===== src/rtl/addsub_pkg.sv =====
`default_nettype none
// +----------------------------------------------------------------------------+
// | addsub_pkg                                                                 |
// | Shared types and helpers for the pipelined add/subtract unit.             |
// | Revision: 1.0                                                              |
// +----------------------------------------------------------------------------+
package addsub_pkg;

    localparam int MAX_WIDTH = 64;

    // Per-stage control payload; vectors travel alongside it as separate buses.
    typedef struct packed {
        logic valid;
        logic carry;
        logic msb_a;
        logic msb_b;
    } stage_ctl_t;

    function automatic int stages(input int width, input int chunk);
        return (chunk > 0) ? (width / chunk) : 1;
    endfunction

    function automatic logic [MAX_WIDTH-1:0] max_pos(input int width);
        return (64'd1 << (width - 1)) - 64'd1;
    endfunction

    function automatic logic [MAX_WIDTH-1:0] min_neg(input int width);
        return 64'd1 << (width - 1);
    endfunction

endpackage
`default_nettype wire


===== src/rtl/addsub_slice.sv =====
`default_nettype none
// +----------------------------------------------------------------------------+
// | addsub_slice                                                               |
// | One CHUNK-bit registered adder stage operating on slice K, with hold.     |
// | Revision: 1.0                                                              |
// +----------------------------------------------------------------------------+
module addsub_slice
    import addsub_pkg::*;
#(
    parameter int WIDTH = 8,
    parameter int CHUNK = 4,
    parameter int K     = 0
) (
    input  logic             clk,
    input  logic             rst,
    input  logic             i_en,
    input  stage_ctl_t       i_ctl,
    input  logic [WIDTH-1:0] i_sum,
    input  logic [WIDTH-1:0] i_a,
    input  logic [WIDTH-1:0] i_b,
    output stage_ctl_t       o_ctl,
    output logic [WIDTH-1:0] o_sum,
    output logic [WIDTH-1:0] o_a,
    output logic [WIDTH-1:0] o_b
);

    localparam int LO = K * CHUNK;

    logic [CHUNK:0]   w_add;
    logic [WIDTH-1:0] w_sum;
    stage_ctl_t       r_ctl;
    logic [WIDTH-1:0] r_sum;
    logic [WIDTH-1:0] r_a;
    logic [WIDTH-1:0] r_b;

    assign w_add = {1'b0, i_a[LO +: CHUNK]} + {1'b0, i_b[LO +: CHUNK]}
                 + {{CHUNK{1'b0}}, i_ctl.carry};

    always_comb begin
        w_sum = i_sum;
        w_sum[LO +: CHUNK] = w_add[CHUNK-1:0];
    end

    always_ff @(posedge clk) begin
        if (rst) begin
            r_ctl <= '0;
            r_sum <= '0;
            r_a   <= '0;
            r_b   <= '0;
        end else if (i_en) begin
            r_ctl.valid <= i_ctl.valid;
            r_ctl.carry <= w_add[CHUNK];
            r_ctl.msb_a <= i_ctl.msb_a;
            r_ctl.msb_b <= i_ctl.msb_b;
            r_sum       <= w_sum;
            r_a         <= i_a;
            r_b         <= i_b;
        end
    end

    assign o_ctl = r_ctl;
    assign o_sum = r_sum;
    assign o_a   = r_a;
    assign o_b   = r_b;

endmodule
`default_nettype wire


===== src/rtl/addsub_pipe.sv =====
`default_nettype none
// +----------------------------------------------------------------------------+
// | addsub_pipe                                                                |
// | Pipelined two's-complement add/subtract with valid/ready and flags.       |
// | Optional saturation on signed overflow: define ADDSUB_SAT_EN.             |
// | Revision: 1.0                                                              |
// +----------------------------------------------------------------------------+
module addsub_pipe
    import addsub_pkg::*;
#(
    parameter int WIDTH = 8,
    parameter int CHUNK = 4
) (
    input  logic             clk,
    input  logic             rst,
    input  logic             in_valid,
    output logic             in_ready,
    input  logic [WIDTH-1:0] in_a,
    input  logic [WIDTH-1:0] in_b,
    input  logic             in_sub,
    output logic             out_valid,
    input  logic             out_ready,
    output logic [WIDTH-1:0] out_sum,
    output logic             out_carry,
    output logic             out_ovf,
    output logic             out_zero
);

    localparam int STAGES = stages(WIDTH, CHUNK);

    generate
        if (WIDTH < 2 || CHUNK < 1 || CHUNK > WIDTH || (WIDTH % CHUNK) != 0
            || WIDTH > MAX_WIDTH) begin : g_bad_params
            $error("addsub_pipe: illegal WIDTH/CHUNK combination");
        end
    endgenerate

    logic             w_adv;
    logic [WIDTH-1:0] w_b_eff;
    stage_ctl_t       w_ctl [0:STAGES];
    logic [WIDTH-1:0] w_sum [0:STAGES];
    logic [WIDTH-1:0] w_a   [0:STAGES];
    logic [WIDTH-1:0] w_b   [0:STAGES];
    stage_ctl_t       w_last;
    logic [WIDTH-1:0] w_raw;
    logic             w_ovf;
    logic             w_unused;

    // Every stage shares one advance enable so bubbles are kept, not collapsed.
    assign w_adv    = !out_valid || out_ready;
    assign in_ready = w_adv;
    assign w_b_eff  = in_sub ? ~in_b : in_b;

    assign w_ctl[0] = '{valid: in_valid, carry: in_sub,
                        msb_a: in_a[WIDTH-1], msb_b: w_b_eff[WIDTH-1]};
    assign w_sum[0] = '0;
    assign w_a[0]   = in_a;
    assign w_b[0]   = w_b_eff;

    generate
        for (genvar k = 0; k < STAGES; k++) begin : g_stage
            addsub_slice #(
                .WIDTH (WIDTH),
                .CHUNK (CHUNK),
                .K     (k)
            ) u_slice (
                .clk   (clk),
                .rst   (rst),
                .i_en  (w_adv),
                .i_ctl (w_ctl[k]),
                .i_sum (w_sum[k]),
                .i_a   (w_a[k]),
                .i_b   (w_b[k]),
                .o_ctl (w_ctl[k+1]),
                .o_sum (w_sum[k+1]),
                .o_a   (w_a[k+1]),
                .o_b   (w_b[k+1])
            );
        end
    endgenerate

    // Operands are fully consumed by the last slice; only their MSBs matter here.
    assign w_unused = ^{w_a[STAGES], w_b[STAGES]};

    assign w_last = w_ctl[STAGES];
    assign w_raw  = w_sum[STAGES];
    assign w_ovf  = (w_last.msb_a == w_last.msb_b) && (w_raw[WIDTH-1] != w_last.msb_a);

`ifdef ADDSUB_SAT_EN
    localparam logic [WIDTH-1:0] c_MAX_POS = WIDTH'(max_pos(WIDTH));
    localparam logic [WIDTH-1:0] c_MIN_NEG = WIDTH'(min_neg(WIDTH));

    assign out_sum = !w_ovf ? w_raw : (w_last.msb_a ? c_MIN_NEG : c_MAX_POS);
`else
    assign out_sum = w_raw;
`endif

    assign out_valid = w_last.valid;
    assign out_carry = w_last.carry;
    assign out_ovf   = w_ovf;
    // Qualified by valid so the cleared pipeline does not report a zero result.
    assign out_zero  = out_valid && (out_sum == '0);

endmodule
`default_nettype wire


===== config.mk =====
export PLATFORM = sky130hd
export DESIGN_NAME = addsub_pipe
export DESIGN_NICKNAME = d
export VERILOG_FILES = /design/src/rtl/addsub_pkg.sv /design/src/rtl/addsub_slice.sv /design/src/rtl/addsub_pipe.sv
export SDC_FILE = /design/constraint.sdc
export NUM_CORES = 1
export LEC_CHECK = 0
export CORE_MARGIN = 10
export CORE_UTILIZATION = 47
export DETAILED_ROUTE_END_ITERATION = 6
export MAX_ROUTING_LAYER = met4
export PLACE_DENSITY = 0.78
export SLEW_MARGIN = 20
export SYNTH_ARGS = -nofsm -noshare
export SYNTH_HDL_FRONTEND = slang
export SYNTH_SLANG_ARGS = --single-unit
export TNS_END_PERCENT = 5

===== constraint.sdc =====
create_clock -name clk -period 2.34 [get_ports clk]
set_clock_uncertainty 0.2 [all_clocks]
set_input_delay 0.468 -clock clk [delete_from_list [all_inputs] [get_ports clk]]
set_output_delay 0.468 -clock clk [all_outputs]
set_load 0.03 [all_outputs]

==> flow_summary.ini, run 1 <==
[critical_path]
slowest_delay_ps = 700
critPathKind = flip-flop to primary output
r2r_end = g_stage[1].u_slice.o_ctl[2]$_SDFFE_PP0P_
cell_chain_of_the_critical_path = nand2_1, o21ai_0, clkdlybuf4s50_1
crit_path_max_fanout = 5
worst_setup_path_startpoint = g_stage[1].u_slice.o_sum[7]$_SDFFE_PP0P_
crit_arrival_ps = 1600
cp_slowest_cell = sky130_fd_sc_hd__clkdlybuf4s50_1
crit_path_start_kind = flip-flop
timing.critical_path.to = out_ovf
r2r_cells = 6
rrSetupSlack_ps = 550
end_kind = primary output
worst-endpoint-required_ps = 1670
regToRegStartpoint = g_stage[0].u_slice.o_b[4]$_SDFFE_PP0P_

[yosys]
synth_seq_area_share = 0.4004
synthesis.instances = 150
synth_largest_area_cell = sky130_fd_sc_hd__dfxtp_1
mappedNetlistNets = 180
yosysTopAreaCellShare = 0.4004
synth-warning-count = 0
yosysMostFrequentCell = sky130_fd_sc_hd__nand2_1
avgSynthCellArea_um2 = 8.667
synth-async-reset-ratio = 0
dominantRegCellSynth = sky130_fd_sc_hd__dfxtp_1
synth.area.top_cells = sky130_fd_sc_hd__dfxtp_1, sky130_fd_sc_hd__nand2_1, sky130_fd_sc_hd__a21oi_1
synth_enable_flop_cells = 0
synth_commonest_cells = sky130_fd_sc_hd__nand2_1, sky130_fd_sc_hd__dfxtp_1, sky130_fd_sc_hd__a21oi_1, sky130_fd_sc_hd__nor2_1, sky130_fd_sc_hd__a211oi_1
syn_area_um2 = 1300
ys_ff_latch = 26
netlist-cell-type-count = 31

[drt]
via_per_inst = 5.135
first_pass_iters = 4
route.detailed.wl_per_inst_um = 13.44
detail-route-antenna-nets = 0
drt_iter0_drc = 70
vias = 1140
drt_drc_violations_left = 0
totalWireLength_um = 2984

[place]
detailed_place.area_um2 = 1730
dp_slack_ps = -180.8
place.detailed.instances = 219
place_congestion = 0.9204
place.detailed.hpwl_um = 2418
port_buffers = 33

[grt]
first_pass_grt_wire_length_um = 5002
grt_remaining_overflow = 0
grt_start_max_net_pins = 25
first_global_vias = 1168
gr-usage-all-layers = 0.1165
antenna_found_initial = 0

[final_layout]
insertedDiodeCount = 0
fin_util = 0.6450
area_growth_pct = 34.46
final_non_filler_cell_total = 222
finished_layout_cell_area_um2 = 1748
final_layout_size_suffix_gt1_frac = 0.1257
fin_nets = 223

[timing]
worstMarginPinSlew_ps = 324.3
final_min_period_over_clock_period = 0.9673
report.final.hold_viol_count = 0
grt_setup_unrepaired = false
fmax_mhz = 441.8
max_slew_margin = 0.7831
final.hold.worst_slack_ps = 270.6
fin_setup_tns_ps = 0
slew_viol_final = 0
finalWorstPathRequiredPeriod_ps = 2264
final-setup-viol-count = 0
postLayoutSetupSlackWorst_ps = 76.49

[hold_path]
worst_hold_path_type = flip-flop to flip-flop

[flow_run]
drv.max_cap_violation_count = 0

[status]
outcome = completed

[clock_network]
cts_buffer_depth = 2
clock_sink_count = 26
cts_tree = built
clk_pin_slew_worst_paths_ps = 130
tritoncts.num_buffers = 3
clock_latency_ps = 310
clock-root-buffer = sky130_fd_sc_hd__clkbuf_4
htreeDepth = 1
cts_hold_repair.buffers = 0

[die]
dieWidth_um = 72.59
fp.coreArea_um2 = 2710
floorplan.initialDensity = 0.4797
rows = 19
design.portCount = 34
die-area_um2 = 5269
fp.dieH_um = 72.59

[power_and_ir_drop]
ir_drop_mv = 0.3691
p_per_area_nw_per_um2 = 574.7
design_power_total_mw = 1.004
leakagePower_nw = 0.7225
-- critical path: cells and delay by family, from the launching register on --
family	cells	cell delay [ps]
compound gates	1	80
buf+inv	1	700
flops	1	430
simple gates	1	80
-- metal layers --
| layer | track usage | vias up | share of wire | wire length [µm] |
|---|---|---|---|---|
| li1 | - | 592 | - | - |
| met1 | 0.1331 | 521 | 0.46 | 1366 |
| met2 | 0.1927 | 23 | 0.48 | 1438 |
| met3 | 0.01633 | 4 | 0.041 | 123 |
| met4 | 0.06118 | 0 | 0.019 | 56 |
| met5 | - | - | 0 | 0 |
-- state kept, by name, summed over array words and instances, names as in the netlist --
name	cells
g_stage.u_slice.o_sum	12
g_stage.u_slice.o_b	4
g_stage.u_slice.o_a	4
g_stage.u_slice.o_ctl	6
-- where the power goes --
part	internal, mW	switching (mW)	leakage [nW]	total (mW)
logic	0.156	0.150	0.493	0.306
clock network	0.0601	0.119	0.0138	0.179
registers	0.487	0.0324	0.215	0.519
-- placed cells by master, fill, tap and decap left out, drive strengths merged --
cell type      count
clkdlybuf4s50     31
nand2             30
dfxtp             26
buf               16
a21oi             15
nor2              14
a211oi             9
xnor2              6
ha                 6
inv                4
xor2               4
nand3b             3
a21o               3
fa                 3
clkbuf             3
o21ai              2
nand2b             2
nor4               2
and2b              1
mux2               1
nor2b              1
nor3               1
or3                1
a2111o             1
o211ai             1
and2               1
a2111oi            1
nand4              1
nor4bb             1
a31oi              1
-- area by class of cell --
class	instances	area, µm²
repair buffers	47	427.9
fillers	252	962.2
well taps	31	38.79
clock buffers	3	22.52
flip-flops and latches	26	520.5
multi-input cells	111	723.2
inverters	4	15.01
-- timing repair --
item | CTS | global route
buffers inserted | 0 | 0
resized for setup | 4 | 2
endpoints found under the setup margin | 1 | 1
-- cells by family (layout without fill, tap and decap cells) --
family / count (synthesis) / count (layout) / share of synthesized area
simple gates: 58 / 58 / 0.2031
compound gates: 33 / 33 / 0.1655
flops: 26 / 26 / 0.4004
buf+inv: 13 / 54 / 0.04812
xor+xnor: 10 / 10 / 0.06737
fa+ha+maj: 9 / 9 / 0.1039
mux: 1 / 1 / 0.01155
-- worst min path at each step --
stage / from / to / slack, ps / cells after the start
detailed placement: g_stage[0].u_slice.o_sum[2]$_SDFFE_PP0P_ / g_stage[1].u_slice.o_sum[2]$_SDFFE_PP0P_ / 250 / 2
global route: g_stage[1].u_slice.o_sum[6]$_SDFFE_PP0P_ / g_stage[1].u_slice.o_sum[6]$_SDFFE_PP0P_ / 290 / 2
finish: g_stage[0].u_slice.o_sum[2]$_SDFFE_PP0P_ / g_stage[1].u_slice.o_sum[2]$_SDFFE_PP0P_ / 270 / 2
CTS: g_stage[0].u_slice.o_sum[2]$_SDFFE_PP0P_ / g_stage[1].u_slice.o_sum[2]$_SDFFE_PP0P_ / 270 / 2
global placement: g_stage[0].u_slice.o_ctl[3]$_SDFFE_PP0P_ / g_stage[0].u_slice.o_ctl[3]$_SDFFE_PP0P_ / 240 / 2
floorplan: g_stage[0].u_slice.o_sum[3]$_SDFFE_PP0P_ / g_stage[1].u_slice.o_sum[3]$_SDFFE_PP0P_ / 230 / 2
No activity file was read; power rests on OpenSTA's default activity.
==> inputs of run 2 (changes only) <==
- CORE_UTILIZATION: 47 -> 30
- PLACE_DENSITY: 0.78 -> unset
- RECOVER_POWER: unset -> 100
==> run 2 against run 1 <==
Against the previous run:
- routed wire length grew 6.3%
- largest cell class unchanged
- combinational power shrank 3%
- first-iteration DRC count fell by 17%
- count of clock-buffer cells in the layout is 1 higher
- utilization down 21 points
- design area rose by 2.2%
- total power increased by 9.7%
- hold slack got worse by 11 ps
- clock power up 61%
- die area is 40% higher
- critical path depth increased by 3
==> flow_summary.ini, run 2 (same netlist as run 1, synthesis figures left out) <==
[final_layout]
commonest_non_fill_non_tap_cell_in_the_layout = sky130_fd_sc_hd__nand2_1
insertedDiodeCount = 0
largest_register_ffs = 12
nFillCells = 412
area_growth_pct = 37.44
final_layout_size_suffix_gt1_frac = 0.1005
finished_layout_cell_area_um2 = 1787
fin_nets = 220
commonest_cells_after_routing_fill_and_taps_aside = sky130_fd_sc_hd__nand2_1, sky130_fd_sc_hd__dfxtp_1, sky130_fd_sc_hd__clkdlybuf4s50_1, sky130_fd_sc_hd__a21oi_1, sky130_fd_sc_hd__nor2_1

[die]
floorplan.initialDensity = 0.3181
fp.dieH_um = 85.83
dieWidth_um = 85.83
fp.coreArea_um2 = 4086
design.portCount = 34
die-area_um2 = 7366
rows = 23

[timing]
report.final.hold_viol_count = 0
finalWorstPathRequiredPeriod_ps = 2259
grt_setup_unrepaired = false
postLayoutSetupSlackWorst_ps = 80.70
fmax_mhz = 442.6
slew_viol_final = 0
max_slew_margin = 0.7260
final-setup-viol-count = 0
final_min_period_over_clock_period = 0.9655
final.hold.worst_slack_ps = 259.8
worstMarginPinSlew_ps = 411.0

[critical_path]
crit_path_max_fanout = 2
r2r_end = g_stage[1].u_slice.o_sum[7]$_SDFFE_PP0P_
crit_arrival_ps = 2220
r2r_cells = 4
critPathKind = input pin to flip-flop
rrSetupSlack_ps = 560
end_kind = flip-flop
worst-endpoint-required_ps = 2300
crit_path_start_kind = input pin
regToRegStartpoint = g_stage[0].u_slice.o_b[4]$_SDFFE_PP0P_

[status]
outcome = completed

[place]
port_buffers = 33
place_congestion = 0.8073
detailed_place.area_um2 = 1744
dp_slack_ps = -322.1
place.detailed.hpwl_um = 2588

[drt]
vias = 1114
via_per_inst = 4.661
detail-route-antenna-nets = 0
drt_iter0_drc = 58
route.detailed.wl_per_inst_um = 13.27
drt_drc_violations_left = 0
first_pass_iters = 5
totalWireLength_um = 3171

[clock_network]
clock-root-buffer = sky130_fd_sc_hd__clkbuf_8
htreeDepth = 1
cts_tree = built
clock_latency_ps = 270
tritoncts.num_buffers = 3
clock_sink_count = 26
clk_pin_slew_worst_paths_ps = 90
cts_buffer_depth = 2
cts_hold_repair.buffers = 0

[flow_run]
drv.max_cap_violation_count = 0

[power_and_ir_drop]
p_per_area_nw_per_um2 = 616.7
ir_drop_mv = 0.2334
design_power_total_mw = 1.102
leakagePower_nw = 0.7468

[grt]
first_pass_grt_wire_length_um = 5168
first_global_vias = 1142
grt_remaining_overflow = 0
grt_start_max_net_pins = 23
antenna_found_initial = 0
gr-usage-all-layers = 0.08699

[hold_path]
hold_path_depth = 2
worstHoldEndpoint = g_stage[0].u_slice.o_sum[1]$_SDFFE_PP0P_
min_from = g_stage[0].u_slice.o_sum[1]$_SDFFE_PP0P_
worst_hold_path_type = flip-flop to flip-flop
-- run 2: cell count changes in the layout (fill, tap and decap cells not counted), sizes merged --
| cell | change |
|---|---|
| clkdlybuf4s50 | -12 |
| clkbuf | +5 |
| dlygate4sd3 | +11 |
| dlymetal6s2s | +1 |
| clkdlybuf4s15 | +1 |
| buf | -8 |
-- run 2: worst max-delay path: stages --
cell and delay (ps):
sky130_fd_sc_hd__clkdlybuf4s50_1 500, sky130_fd_sc_hd__mux2_1 370, sky130_fd_sc_hd__fa_1 400, sky130_fd_sc_hd__a21o_1 190, sky130_fd_sc_hd__a211oi_1 220, sky130_fd_sc_hd__nor3_1 70
-- run 2: area by class of cell --
cell class	instances	area, µm²	share of cell area
inverter	4	15.01	0.008403
sequential	26	520.5	0.2913
multi-input combinational	111	719.4	0.4027
clock buffer	4	55.05	0.03081
timing repair buffer	44	414.1	0.2318
tap	50	62.56	0.03501
-- run 2: how the worst max path moves through the flow --
stage | to | startpoint
global placement | g_stage[0].u_slice.o_sum[3]$_SDFFE_PP0P_ | in_sub
floorplan | g_stage[0].u_slice.o_ctl[2]$_SDFFE_PP0P_ | in_sub
global route | out_zero | g_stage[1].u_slice.o_sum[1]$_SDFFE_PP0P_
finish | g_stage[0].u_slice.o_ctl[2]$_SDFFE_PP0P_ | in_b[0]
CTS | g_stage[0].u_slice.o_sum[3]$_SDFFE_PP0P_ | in_sub
detailed placement | g_stage[0].u_slice.o_sum[3]$_SDFFE_PP0P_ | in_sub
-- run 2: stage by stage --
step	TNS, ps	std cells	utilization
3_3_place_gp	-441.4	235	0.4268
6_report	0	239	0.4372
2_1_floorplan	0	150	-
4_1_cts	0	239	0.4424
5_1_grt	0	239	0.4372
3_5_place_dp	-719.4	235	0.4268
-- run 2: per-layer routing --
layer	GRT usage	vias to the layer above	routed length (µm)
met5	-	-	0
met4	0.04491	0	60
met3	0.01987	4	160
met2	0.1315	32	1429
met1	0.1053	486	1520
li1	-	592	-
-- run 2: report_power, final --
group	total, mW	internal (mW)	switching (mW)
sequential	0.518	0.487	0.0314
combinational	0.296	0.146	0.150
clock	0.288	0.150	0.137
total	1.10	0.783	0.319
-- run 2: timing repair --
item,CTS,global route
endpoints found under the setup margin,2,1
buffers inserted,0,0
endpoints found under the hold margin,0,0
gates resized for setup,5,1
